**src/rtl/timer_pkg.sv**
```systemverilog
// Shared definitions for the countdown timer: register map, CTRL fields,
// mode and FSM encodings, and the byte-enable merge helper.
package timer_pkg;

    localparam logic [1:0] A_CTRL   = 2'd0;
    localparam logic [1:0] A_PRESET = 2'd1;
    localparam logic [1:0] A_COUNT  = 2'd2;

    localparam int CTRL_EN      = 0;
    localparam int CTRL_MODE_LO = 1;
    localparam int CTRL_MODE_HI = 2;
    localparam int CTRL_IM      = 3;

    localparam logic [1:0] MODE_ONESHOT = 2'b00;
    localparam logic [1:0] MODE_RELOAD  = 2'b01;

    typedef enum logic [1:0] {
        ST_IDLE = 2'd0,
        ST_LOAD = 2'd1,
        ST_CNT  = 2'd2,
        ST_INT  = 2'd3
    } state_t;

    function automatic logic [31:0] be_merge(input logic [31:0] old_val,
                                             input logic [31:0] new_val,
                                             input logic [3:0]  be);
        logic [31:0] res;
        res = old_val;
        for (int i = 0; i < 4; i++)
            if (be[i]) res[8*i +: 8] = new_val[8*i +: 8];
        return res;
    endfunction

endpackage

```
**src/rtl/timer_dev.sv**
```systemverilog
// Programmable countdown timer on the processor data bus: CTRL/PRESET/COUNT
// registers, a four-state count FSM and a combinational zero-latency read mux.
module timer_dev
    import timer_pkg::*;
#(
    parameter int CNT_W = 32
) (
    input  logic             clk,
    input  logic             rst,
    input  logic             sel,
    input  logic [1:0]       addr,
    input  logic             we,
    input  logic [3:0]       be,
    input  logic [31:0]      wd,
    output logic [31:0]      rd,
    output logic             irq
);

    state_t             state, state_nxt;
    logic               en, im, flag;
    logic [1:0]         mode;
    logic [CNT_W-1:0]   preset, count;
    logic [31:0]        preset_merged;

    logic wr_ctrl, wr_pre, one_shot, cnt_gt1;
    logic ld_count, dec_count, zero_count, set_flag, int_clr_en, int_clr_flag;

    assign wr_ctrl       = sel & we & (addr == A_CTRL);
    assign wr_pre        = sel & we & (addr == A_PRESET);
    // Reserved modes (1x) fall back to one-shot behaviour.
    assign one_shot      = (mode != MODE_RELOAD);
    assign cnt_gt1       = (count > CNT_W'(1));
    assign preset_merged = be_merge(32'(preset), wd, be);

    always_ff @(posedge clk or negedge rst) begin
        if (!rst) state <= ST_IDLE;
        else      state <= state_nxt;
    end

    always_comb begin
        state_nxt = state;
        case (state)
            ST_IDLE: if (en) state_nxt = ST_LOAD;
            ST_LOAD: state_nxt = ST_CNT;
            ST_CNT: begin
                if (!en)          state_nxt = ST_IDLE;
                else if (!cnt_gt1) state_nxt = ST_INT;
            end
            ST_INT:  state_nxt = one_shot ? ST_IDLE : ST_LOAD;
            default: state_nxt = ST_IDLE;
        endcase
    end

    always_comb begin
        ld_count     = 1'b0;
        dec_count    = 1'b0;
        zero_count   = 1'b0;
        set_flag     = 1'b0;
        int_clr_en   = 1'b0;
        int_clr_flag = 1'b0;
        case (state)
            ST_LOAD: ld_count = 1'b1;
            ST_CNT: begin
                if (en) begin
                    if (cnt_gt1) dec_count = 1'b1;
                    else begin
                        zero_count = 1'b1;
                        set_flag   = 1'b1;
                    end
                end
            end
            ST_INT: begin
                if (one_shot) int_clr_en   = 1'b1;
                else          int_clr_flag = 1'b1;
            end
            default: ;
        endcase
    end

    // Bus writes to CTRL override the FSM's EN clear; a flag set overrides clears.
    always_ff @(posedge clk or negedge rst) begin
        if (!rst) begin
            en     <= 1'b0;
            mode   <= MODE_ONESHOT;
            im     <= 1'b0;
            preset <= '0;
            count  <= '0;
            flag   <= 1'b0;
        end else begin
            if (wr_ctrl && be[0]) begin
                en   <= wd[CTRL_EN];
                mode <= wd[CTRL_MODE_HI:CTRL_MODE_LO];
                im   <= wd[CTRL_IM];
            end else if (int_clr_en) begin
                en <= 1'b0;
            end
            if (wr_pre) preset <= preset_merged[CNT_W-1:0];
            if (ld_count)        count <= preset;
            else if (dec_count)  count <= count - CNT_W'(1);
            else if (zero_count) count <= '0;
            if (set_flag)                               flag <= 1'b1;
            else if (int_clr_flag || wr_ctrl || wr_pre) flag <= 1'b0;
        end
    end

    always_comb begin
        rd = '0;
        if (sel) begin
            case (addr)
                A_CTRL: begin
                    rd[CTRL_EN]                    = en;
                    rd[CTRL_MODE_HI:CTRL_MODE_LO]  = mode;
                    rd[CTRL_IM]                    = im;
                end
                A_PRESET: rd = 32'(preset);
                A_COUNT:  rd = 32'(count);
                default:  rd = '0;
            endcase
        end
    end

    assign irq = flag & im;

endmodule

```
**config.mk**
```make
export PLATFORM = sky130hd
export DESIGN_NAME = timer_dev
export DESIGN_NICKNAME = d
export VERILOG_FILES = /design/src/rtl/timer_pkg.sv /design/src/rtl/timer_dev.sv
export SDC_FILE = /design/constraint.sdc
export NUM_CORES = 1
export LEC_CHECK = 0
export BUFFER_PORTS_ARGS = -buffer_cell sky130_fd_sc_hd__buf_2
export CAP_MARGIN = 20
export CORE_MARGIN = 4
export CORE_UTILIZATION = 40
export DETAILED_ROUTE_END_ITERATION = 8
export SKIP_LAST_GASP = 1
export SLEW_MARGIN = 5
export SYNTH_ARGS = -nofsm -noshare
export SYNTH_HDL_FRONTEND = slang
export SYNTH_SLANG_ARGS = --single-unit
```
**constraint.sdc**
```tcl
create_clock -name clk -period 3.3 [get_ports clk]
set_clock_uncertainty 0.2 [all_clocks]
set_input_delay 0.66 -clock clk [delete_from_list [all_inputs] [get_ports clk]]
set_output_delay 0.66 -clock clk [all_outputs]
set_load 0.02 [all_outputs]
```
==> results by stage, run 1 <==
Detailed routing:
- The total wire length after detailed routing is ~11000 um.
- In the routed layout, each cell is associated on average with a via count of approximately 6.
- The remaining design rule violation count is 0.
- The initial detailed-routing violation count is 262.
- The routed layout has approximately 3700 vias.
- The post-route antenna net violation count is 0.
- The count of TritonRoute iterations in the first routing pass is 5.
- In the final routed layout, each cell accounts on average for between 15 and 20 um.

Global routing:
- The met2 track utilization from global routing is between 30% and 40%.
- For this run, global-route usage on met3 was measured as about 3.5%.
- The aggregate global-route resource usage is approximately 20%.
- After global routing the overflow that remains totals 0.
- The maximum number of pins on one net before global-route repair is 45.
- The first global-routing pass estimated between 15000 and 20000 um of wire.
- In the global route stage, met1 resource usage came out at between 20% and 30%.
- The via count of the first global-routing pass is roughly 3700.
- The number of antenna violations at the first check in global routing came to 0.
- met2 is the most crowded layer.

Synthesis:
- In this run, distinct cell masters in the synthesized netlist total 49.
- The synthesized netlist devotes 1.27% of its cell area to XOR and XNOR gates.
- When the netlist entered floorplanning its net count stood at 465.
- The count of flip-flops with a built-in enable after synthesis is 0.
- Synthesis produced a netlist whose cell count is roughly 420.
- Sequential elements use 43.0% of the synthesized area.
- For this run, asynchronously set or reset flops after synthesis account for 100%.
- After synthesis, the largest family of logic cells by area is compound AO/OA/AOI/OAI gates.
- The largest area contributor in the synthesized netlist is sky130_fd_sc_hd__dfrtp_1.
- The most frequently used cell type in the post-synthesis netlist is sky130_fd_sc_hd__dfrtp_1.
- For this run, the leading register cell type out of synthesis is sky130_fd_sc_hd__dfrtp_1.
- The commonest cells after synthesis are sky130_fd_sc_hd__dfrtp_1 (71), sky130_fd_sc_hd__nor2_1 (46), sky130_fd_sc_hd__a22oi_1 (39), sky130_fd_sc_hd__mux2_2 (34), sky130_fd_sc_hd__clkbuf_1 (25).
- Ranked by total cell area, the synthesized netlist is headed by sky130_fd_sc_hd__dfrtp_1 (43%), sky130_fd_sc_hd__mux2_2 (9.3%), sky130_fd_sc_hd__a22oi_1 (7.1%).
- A synthesized cell averages between 9 and 10 sq um.
- The count of state elements after synthesis is 71.
- The mapped netlist covers 4130 sq um.
- The synthesis warning total is 0.
- The mux cell area share after synthesis is a little under a tenth.
- Of the total synthesized cell area, the portion taken by AND, OR, NAND and NOR gates is a little under a fifth.
- Summed over its instances, the top area cell type makes up 43.0% of the synthesized netlist area.
- The synthesized netlist devotes under 10% of its cell area to adder and majority cells.
- The compound-cell area share of the yosys netlist is a little over a fifth.

Worst setup path:
- Among all stages on the critical path, the largest delay is contributed by sky130_fd_sc_hd__or4_1.
- The start point of the critical path is count[14].
- The worst flop-to-flop path endpoint is state[0].
- The worst setup path is captured at a flop.
- The register-to-register setup slack is between 200 and 250 ps.
- Data on the critical path arrives at its endpoint at around 3100 ps.
- The startpoint identified for the worst register-to-register timing path is count[14].
- Along the worst path, the maximum fanout reaches 9.
- The worst setup path is of the flop to flop kind.
- The count of cells along the worst register-to-register path is 6.
- The biggest cell delay along the critical path is 640 ps.
- STA classifies the critical path startpoint as a flop.
- Walking the worst path, the cells encountered are or3_1, or4_1, nor4_4, buf_4, nand2b_1, a21boi_0.
- The required time of the worst setup path is 3370 ps.

Floorplanning:
- The I/O pin count is 75.
- The die outline width is about 110 um.
- The height of the chip is 110 um.
- The initial cell density of the core is a little over two fifths.
- The floorplan has 36 rows.
- In this run the standard cell core region covers slightly below 10000 sq um.
- The floorplan die area is approximately 12000 sq um.

Finish:
- The area added between synthesis and finish is 18.1%.
- The filler cells instantiated in the layout total approximately 950.
- The final layout contains 537 nets.
- The repair_antennas step left the layout with diodes totalling 0.
- The post-route netlist has slightly above 30% of its cells at a drive strength greater than 1.

Placement:
- The count of input and output buffers is 74.
- The HPWL reported at the end of detailed placement is around 8100 um.
- The congestion estimate from routability-driven global placement came to roughly 0.85.

Power and ir drop:
- In this run the static leakage power is about 2.2 nW.
- For this design the ratio of total power to cell area is about 760 nW/um^2.
- The design draws around 3.7 mW.
- The worst-case IR drop observed on VDD is approximately 0.26 mV.

Timing:
- The slew at the pin with the worst max-slew slack is about 750 ps.
- The shortest period the worst path allows is roughly 3100 ps.
- Setup violations remaining at the end of the flow were counted as 0.
- The max-slew violation total from the final report is 0.
- Setup repair after global routing left no endpoint under its margin.
- The number of endpoints with negative hold slack in the final report is 0.
- Of the available clock period, the critical path in the final layout requires between 90% and 100%.
- Derived from the worst setup path, the maximum achievable clock frequency is 326 MHz.
- Headroom to the max-slew limit came out at 49.7%.
- The sum of negative setup slack is 0 ps.

CTS:
- The total setup buffers inserted after CTS is 0.
- The H-tree depth is 3.
- The clock reaches the later pin of the worst-skew pair after 360 ps.
- No sink is reached through more buffers than the 2 on the longest clock path.
- The clock input transition at the sequential cells of the worst setup and hold paths is approximately 80 ps.
- After clock tree synthesis, the repair step resized 0 gates.
- The number of buffers added by the clock tree synthesis step is 9.
- The CTS sink count is 71.
- For this design, the CTS-stage hold fixing added 0 buffers.
- The TritonCTS clock tree is built.
- The tree is rooted in a sky130_fd_sc_hd__clkbuf_8.

Min path:
- In this run the worst hold path is classified as primary input to asynchronous set/reset pin.

Run:
- Across the run, the number of max-cap violations was 0.

Run status:
- The flow ran to the end, and the final reports show no timing, DRC or antenna violations.
critical path, delay by kind of cell (launching register included):
family,cells,cell delay (ps)
flip-flops,1,450
AO/OA/AOI/OAI,1,220
buffers and inverters,1,220
AND/OR/NAND/NOR,4,1890
report_power, final:
part           switching [mW]  total, mW  internal [mW]
sequential              0.374       1.53           1.15
clock                   0.345      0.789          0.444
combinational           0.760       1.39          0.627
final cells by class:
class / count / area (sq um) / share of cell area [%]
Timing Repair Buffer: 92 / 518 / 10.6
Inverter: 8 / 30.0 / 0.615
Tap cell: 133 / 166 / 3.41
Clock buffer: 10 / 138 / 2.82
Clock inverter: 6 / 83.8 / 1.72
Sequential cell: 71 / 1780 / 36.4
Multi-Input combinational cell: 307 / 2170 / 44.4
through the flow:
step                instance area [sq um]  setup WS, ps  hold slack, ps  cells  util (%)
floorplan                            4130           654             164    417         -
global placement                     4660           345             283    611      47.0
detailed placement                   4660           243             302    611      47.0
CTS                                  4880           215             157    627      49.3
global route                         4880          31.9             190    627      49.3
finish                               4880           230             141    627      49.3
registers in the layout, summed over array words and instances (netlist names):
name	cells
count	32
im	1
mode	2
en	1
state	2
preset	32
flag	1
cells by family (layout without fill, tap and decap cells):
kind of cell | count (synthesis) | in the layout
buffers and inverters | 39 | 116
flip-flops | 71 | 71
XOR/XNOR | 6 | 6
AO/OA/AOI/OAI | 116 | 116
adder cells (fa/ha/maj) | 6 | 6
multiplexers | 34 | 34
AND/OR/NAND/NOR | 145 | 145
worst max path at each step:
stage                 to  slack (ps)  depth (start not counted)
5_1_grt        count[21]          30                          6
6_report        state[0]         230                          6
2_1_floorplan   count[4]         650                          8
4_1_cts        count[10]         220                          6
3_3_place_gp    count[7]         340                          6
3_5_place_dp   count[10]         240                          6
cell usage in the layout (no fill, tap or decap), types with 4 or more instances in the layout:
cell,count
sky130_fd_sc_hd__a211o_1,6
sky130_fd_sc_hd__o21ai_0,16
sky130_fd_sc_hd__xnor2_1,4
sky130_fd_sc_hd__nor3_1,10
sky130_fd_sc_hd__nand2_1,22
sky130_fd_sc_hd__nand3_1,10
sky130_fd_sc_hd__a22oi_1,39
sky130_fd_sc_hd__a221o_1,13
sky130_fd_sc_hd__nand2b_1,5
sky130_fd_sc_hd__a21oi_1,5
sky130_fd_sc_hd__inv_1,8
sky130_fd_sc_hd__a211oi_1,7
sky130_fd_sc_hd__nor2_1,46
sky130_fd_sc_hd__or3_1,7
sky130_fd_sc_hd__o31ai_1,8
sky130_fd_sc_hd__or4_1,11
sky130_fd_sc_hd__clkbuf_8,10
sky130_fd_sc_hd__a222oi_1,4
sky130_fd_sc_hd__dfrtp_1,71
sky130_fd_sc_hd__o41ai_1,5
sky130_fd_sc_hd__mux2_2,34
sky130_fd_sc_hd__nor4_1,10
sky130_fd_sc_hd__ha_1,6
sky130_fd_sc_hd__buf_2,74
sky130_fd_sc_hd__buf_4,17
per-layer routing:
layer / vias up / share of wire (%)
met5: - / 0
met1: 1802 / 45
met4: 0 / 1.6
li1: 1759 / -
met3: 14 / 6.8
met2: 140 / 46
No activity file was read; power rests on OpenSTA's default activity.
==> run 2, diff against run 1 <==
--- a/config.mk
+++ b/config.mk
@@ -5,11 +5,12 @@
 export SDC_FILE = /design/constraint.sdc
 export NUM_CORES = 1
 export LEC_CHECK = 0
-export BUFFER_PORTS_ARGS = -buffer_cell sky130_fd_sc_hd__buf_2
+export BUFFER_PORTS_ARGS = -buffer_cell sky130_fd_sc_hd__clkbuf_2
 export CAP_MARGIN = 20
 export CORE_MARGIN = 4
 export CORE_UTILIZATION = 40
 export DETAILED_ROUTE_END_ITERATION = 8
+export PLACE_DENSITY_LB_ADDON = 0.2
 export SKIP_LAST_GASP = 1
 export SLEW_MARGIN = 5
 export SYNTH_ARGS = -nofsm -noshare
==> constraint.sdc (replaced) <==
create_clock -name clk -period 3.04 [get_ports clk]
set_clock_uncertainty 0.2 [all_clocks]
set_input_delay 0.608 -clock clk [delete_from_list [all_inputs] [get_ports clk]]
set_output_delay 0.608 -clock clk [all_outputs]
set_load 0.02 [all_outputs]
==> run 2 against run 1 <==
- setup slack got worse by 73 ps
- clock power increased by 0.5%
- core utilization increased by 0.088 points
- critical path type unchanged
- critical endpoint is now count[25]
==> results by stage, run 2 (same netlist as run 1, synthesis figures left out) <==
Run status:
- The run finished with clean final reports.

Global routing:
- The maximum number of pins on one net before global-route repair is 37 (-18%).
- The number of antenna violations at the first check in global routing was 0 (unchanged).
- The wire length of the first global-routing pass is 19000 um (about the same).
- The remaining global-route overflow is 0 (unchanged).
- The aggregate global-route resource usage is 20.1% (-0.062 points).
- The via count of the first global-routing pass came to 3698 (-0.19%).

Worst setup path:
- The worst setup path is of the flop to flop kind.
- The worst flop-to-flop path endpoint is count[25].
- The required time of the worst setup path was 3070 ps (-300 ps).
- The signal on the critical path passes through or3_1, or4_1, nor4_4, buf_4, nor3_1, a221o_1.
- The number of gates on the worst path with buffers counted is 6 (unchanged).
- The critical path buffer and inverter count was 1 (unchanged).
- The startpoint identified for the worst register-to-register timing path is count[14].
- The critical path endpoint category is a flop.
- The register-to-register setup slack was 160 ps (-70 ps).
- Grouping stages by cell kind, the critical path spends the most delay in simple AND/OR/NAND/NOR gates.
- The count of cells along the worst register-to-register path is 6 (unchanged).
- The launching element type of the critical path is a flop.
- The critical path data arrival time is 2920 ps (-220 ps).
- The maximum fanout along the worst path is 16 (+7).
- The start point of the critical path is count[14].
- The biggest cell delay along the critical path was 570 ps (-70 ps).
- The cell with the biggest individual delay on the critical path is sky130_fd_sc_hd__or4_1.

Floorplanning:
- The I/O pin count was 75 (unchanged).
- The floorplan die area is 12000 sq um (unchanged).
- The total core area is 9910 sq um (unchanged).
- The initial cell density of the core is 41.7% (unchanged).
- The number of standard-cell rows in the floorplan is 36 (unchanged).
- The die outline width is 110 um (unchanged).
- The height of the chip is 110 um (unchanged).

CTS:
- The root buffer cell chosen for the clock tree is sky130_fd_sc_hd__clkbuf_8.
- The total setup buffers inserted after CTS is 0 (unchanged).
- The number of buffers added by the clock tree synthesis step is 9 (unchanged).
- The H-tree depth is 3 (unchanged).
- The clock latency on the worst-skew pair is 360 ps (about the same).
- The maximum clock insertion buffer count is 2 (unchanged).
- The clock input transition at the sequential cells of the worst setup and hold paths is 80 ps (about the same).
- The CTS sink count was 71 (unchanged).
- The post-cts gate resize count is 0 (unchanged).
- The number of hold buffers added after CTS is 0 (unchanged).
- TritonCTS built the clock tree.

Detailed routing:
- The count of TritonRoute iterations in the first routing pass was 6 (+1).
- The total number of vias is 3623 (-2.5%).
- The remaining design rule violation count was 0 (unchanged).
- The total wire length after detailed routing is 11100 um (-3.2%).
- The post-route antenna net violation count came to 0 (unchanged).
- The initial detailed-routing violation count is 332 (+27%).
- The average routed wire per standard cell is 17.6 um (-3.7%).
- The vias per cell is 5.75 (-2.9%).

Finish:
- The total number of nets in the final design came to 540 (+0.56%).
- In the layout the commonest cells are sky130_fd_sc_hd__clkbuf_2 (73), sky130_fd_sc_hd__dfrtp_1 (71), sky130_fd_sc_hd__nor2_1 (46), sky130_fd_sc_hd__a22oi_1 (39), sky130_fd_sc_hd__mux2_2 (34).
- The final standard cell area without fillers was 4890 sq um (+0.18%).
- The share of cells above drive strength 1 came to 30.8% (+0.42 points).
- The commonest non-fill, non-tap cell in the layout is sky130_fd_sc_hd__clkbuf_2.
- The largest registers in the layout are count x32, preset x32.
- The number of filler cells placed in the layout is 969 (+1.7%).
- The area added between synthesis and finish is 18.3%.
- The number of antenna repair diodes came to 0 (unchanged).

Placement:
- The setup slack at placement is 189 ps (-54.9 ps).
- The count of input and output buffers came to 74 (unchanged).
- The cell area after placement is 4680 sq um (+0.48%).
- The HPWL reported at the end of detailed placement is 8180 um (+0.56%).
- The placer's final routability congestion estimate is 0.838 (-1.1%).

Power and ir drop:
- The static leakage power was 2.13 nW (-0.92%).
- The worst ir drop on vdd was 0.308 mV (+20%).
- The power density over the cells is 807 nW/um^2 (+6.5%).

Timing:
- The max-slew violation total from the final report was 0 (unchanged).
- The part of the cycle the worst path needs is 94.8% (+1.8 points).
- The slew at the pin with the worst max-slew slack came to 780 ps (+27.9 ps).
- The achievable clock frequency is 347 MHz (+6.5%).
- Setup repair after global routing left no endpoint under its margin.
- The final worst-path setup slack is 157 ps (-72.7 ps).
- The shortest period the worst path allows came to 2880 ps (-187 ps).
- The number of endpoints with negative hold slack in the final report is 0 (unchanged).
- The sum of negative setup slack is 0 ps (unchanged).
- The setup violation total in the final timing report is 0 (unchanged).
- The max-slew headroom at the worst pin is 47.8% (-1.9 points).

Min path:
- In this run the worst hold path is classified as primary input to asynchronous set/reset pin.

Run:
- The max capacitance violation total is 0 (unchanged).
run 2: changes by cell type in the layout (fill, tap and decap cells not counted), sizes merged:
cell | before | now
buf | 92 | 22
clkinv | 4 | 3
clkinvlp | 0 | 1
bufinv | 2 | 1
clkbuf | 10 | 84
run 2: cell type report:
class                           count  area, sq um  share of cell area, %
Clock buffer                       11          151                   3.10
Clock inverter                      5         56.3                   1.15
Inverter                            8         30.0                  0.614
Multi-Input combinational cell    307         2170                   44.4
Sequential cell                    71         1780                   36.3
Tap cell                          133          166                   3.40
Timing Repair Buffer               95          541                   11.1
run 2: through the flow:
step / power [mW] / hold slack, ps / util, % / cells
CTS: 3.97 / 41.3 / 49.4 / 630
floorplan: 2.68 / 112 / - / 417
global route: 4.27 / 67.7 / 49.4 / 630
detailed placement: 3.17 / 280 / 47.3 / 614
global placement: 3.13 / 288 / 47.3 / 614
finish: 3.95 / 25.8 / 49.4 / 630
run 2: power breakdown:
group | switching [mW] | internal (mW)
Combinational | 0.819 | 0.696
Clock | 0.371 | 0.422
Sequential | 0.389 | 1.25
run 2: how the worst max path moves through the flow:
stage	endpoint	slack, ps
2_1_floorplan	count[4]	390
3_3_place_gp	count[23]	260
3_5_place_dp	count[10]	190
4_1_cts	count[10]	160
5_1_grt	count[25]	60
6_report	count[25]	160
run 2: layer usage:
layer  wire length, um  track usage, %
met1              5170            28.3
met2              5050            31.4
met3               722            3.99
met4               180            6.14
met5                 0               0
==> run 3, diff against run 2 <==
--- a/config.mk
+++ b/config.mk
@@ -10,6 +10,7 @@
 export CORE_MARGIN = 4
 export CORE_UTILIZATION = 40
 export DETAILED_ROUTE_END_ITERATION = 8
+export HOLD_SLACK_MARGIN = 0.15
 export PLACE_DENSITY_LB_ADDON = 0.2
 export SKIP_LAST_GASP = 1
 export SLEW_MARGIN = 5
==> run 3 against run 2 <==
- register-to-register slack hardly changed
- sequential share of layout area is 0.074 points lower
- maximum frequency is 0.13% lower
- count of clock-buffer cells in the layout stayed put
- first-iteration DRC count is 9.0% lower
- clock power hardly changed
- critical path depth stayed put
- global-route usage stayed put
- die area stayed put
- hold slack better by 250 ps
- critical path type unchanged
==> results by stage, run 3 (same netlist as run 1, synthesis figures left out) <==
Power and ir drop:
- The share of power burned in registers was 41.6% (about the same).
- The switching component of the power is 1.58 mW (+0.22%).
- The share of total power in combinational logic came to 38.4% (about the same).
- The static leakage power came to 2.14 nW (+0.20%).
- The part of the total power dissipated in the clock network is 20.1% (about the same).
- The net switching share of the total power is 40.0% (+0.045 points).
- The worst ir drop on vdd is 0.307 mV (-0.28%).
- The power density over the cells is 807 nW/um^2 (-0.10%).
- The sum of internal, switching and leakage power is 3.95 mW (+0.10%).
- The total internal power is 2.37 mW (about the same).

Floorplanning:
- The floorplan die area is 12000 sq um (unchanged).
- The I/O pin count came to 75 (unchanged).
- The number of standard-cell rows in the floorplan is 36 (unchanged).
- The total core area is 9910 sq um (unchanged).
- The die outline width came to 110 um (unchanged).
- The height of the chip is 110 um (unchanged).
- The initial cell density of the core was 41.7% (unchanged).

Timing:
- Setup repair after global routing left no endpoint under its margin.
- The shortest period the worst path allows came to 2890 ps (+3.64 ps).
- The sum of negative setup slack is 0 ps (unchanged).
- The slew at the pin with the worst max-slew slack is 761 ps (-19.3 ps).
- The max-slew headroom at the worst pin is 49.1% (+1.3 points).
- The max-slew violation total from the final report is 0 (unchanged).
- The part of the cycle the worst path needs is 94.9% (+0.12 points).
- The achievable clock frequency is 346 MHz (-0.13%).
- The number of endpoints with negative hold slack in the final report was 0 (unchanged).
- The setup violation total in the final timing report was 0 (unchanged).

Global routing:
- The remaining global-route overflow is 0 (unchanged).
- The via count of the first global-routing pass was 3698 (unchanged).
- The maximum number of pins on one net before global-route repair is 37 (unchanged).
- The aggregate global-route resource usage is 20.1% (unchanged).
- The wire length of the first global-routing pass came to 19000 um (unchanged).
- The number of antenna violations at the first check in global routing is 0 (unchanged).

Worst setup path:
- The critical path class is flop to flop.
- The required time of the worst setup path was 3080 ps (about the same).
- The critical path data arrival time is 2920 ps (about the same).
- The maximum fanout along the worst path came to 16 (unchanged).
- The critical path endpoint category is a flop.
- The launching element type of the critical path is a flop.

Finish:
- The final standard cell area without fillers was 4900 sq um (+0.20%).
- In the final layout, the registers with the most flip-flops are count x32, preset x32.
- The number of antenna repair diodes is 0 (unchanged).
- In the layout the commonest cells are sky130_fd_sc_hd__clkbuf_2 (73), sky130_fd_sc_hd__dfrtp_1 (71), sky130_fd_sc_hd__nor2_1 (46), sky130_fd_sc_hd__a22oi_1 (39), sky130_fd_sc_hd__mux2_2 (34).
- The area growth from synthesis to layout is 18.6%.
- The number of filler cells placed in the layout is 968 (-0.10%).
- The total number of nets in the final design is 541 (+0.19%).
- The library cell used most frequently in the layout, excluding fill and tap cells, is sky130_fd_sc_hd__clkbuf_2.
- The share of cells above drive strength 1 is 30.7% (-0.062 points).

CTS:
- The maximum clock insertion buffer count is 2 (unchanged).
- The number of buffers added by the clock tree synthesis step is 9 (unchanged).
- The CTS sink count is 71 (unchanged).
- The clock latency on the worst-skew pair came to 360 ps (about the same).
- The TritonCTS clock tree is built.
- The total setup buffers inserted after CTS is 0 (unchanged).
- The root buffer cell chosen for the clock tree is sky130_fd_sc_hd__clkbuf_8.
- The clock input transition at the sequential cells of the worst setup and hold paths is 80 ps (about the same).
- The H-tree depth came to 3 (unchanged).
- The post-cts gate resize count came to 0 (unchanged).

Run status:
- The run finished with clean final reports.

Min path:
- The classification of the worst-slack hold path is primary input to flop.

Detailed routing:
- The count of TritonRoute iterations in the first routing pass is 5 (-1).
- The average routed wire per standard cell came to 17.7 um (+0.25%).
- The total wire length after detailed routing is 11200 um (+0.40%).
- The vias per cell came to 5.76 (+0.17%).
- The remaining design rule violation count is 0 (unchanged).
- The total number of vias is 3635 (+0.33%).
- The post-route antenna net violation count is 0 (unchanged).
- The initial detailed-routing violation count was 302 (-9.0%).

Placement:
- The count of input and output buffers is 74 (unchanged).
- The cell area after placement came to 4680 sq um (unchanged).
- The placer's final routability congestion estimate is 0.838 (unchanged).
- The HPWL reported at the end of detailed placement is 8180 um (unchanged).

Run:
- The max capacitance violation total is 0 (unchanged).
run 3: cell count changes in the layout (fill, tap and decap cells not counted):
cell | previous run | this run
sky130_fd_sc_hd__dlygate4sd3_1 | 0 | 1
run 3: worst paths after layout:
check | from | end | slack, ps | cells past startpoint
max reg2reg | count[27] | count[25] | 150 | 6
min reg2reg | flag | flag | 300 | 2
min in group asynchronous | rst | preset[16] | 570 | 2
max | count[27] | count[25] | 150 | 6
max in group asynchronous | rst | preset[10] | 1330 | 3
min | wd[5] | preset[5] | 270 | 2
run 3: repair_timing:
action                                 CTS  global route
hold buffers                             1             0
endpoints found under the hold margin   22             0
setup endpoints to repair                0             0
run 3: power groups by stage:
| stage | registers, mW | logic, mW | clock network [mW] |
|---|---|---|---|
| after floorplan | 1.50 | 1.18 | 0 |
| after global placement | 1.64 | 1.49 | 0 |
| after detailed placement | 1.66 | 1.52 | 0 |
| after CTS | 1.64 | 1.52 | 0.812 |
| after global routing | 1.70 | 1.70 | 0.867 |
| final | 1.64 | 1.52 | 0.793 |
run 3: layout make-up:
| class | instances | area (sq um) | area share (%) |
|---|---|---|---|
| well taps | 133 | 166 | 3.40 |
| clock buffers | 11 | 151 | 3.09 |
| multi-input cells | 307 | 2170 | 44.3 |
| inverters | 8 | 30.0 | 0.613 |
| repair buffers | 96 | 551 | 11.2 |
| flip-flops and latches | 71 | 1780 | 36.3 |
| clock inverters | 5 | 56.3 | 1.15 |
run 3: stage by stage:
stage,hold WS [ps],std cells,util [%],setup slack (ps)
global placement,288,614,47.3,259
detailed placement,280,614,47.3,189
finish,273,631,49.5,154
CTS,268,631,49.5,164
floorplan,112,417,-,394
global route,254,631,49.5,56.4
run 3: per-layer routing:
metal,track usage [%],wire (um),part of all wire (%),vias to the layer above
li1,-,-,-,1752
met1,28.4,5180,46,1739
met2,31.4,5060,45,130
met3,3.93,745,6.7,14
met4,6.14,180,1.6,0
met5,0,0,0,-
run 3: critical path, cell delays in order, from the launching register on:
cell and delay (ps):
sky130_fd_sc_hd__dfrtp_1 400, sky130_fd_sc_hd__or4_4 580, sky130_fd_sc_hd__or4_4 510, sky130_fd_sc_hd__nor4_4 340, sky130_fd_sc_hd__buf_4 280, sky130_fd_sc_hd__nor3_1 120
sky130_fd_sc_hd__a221o_1 340
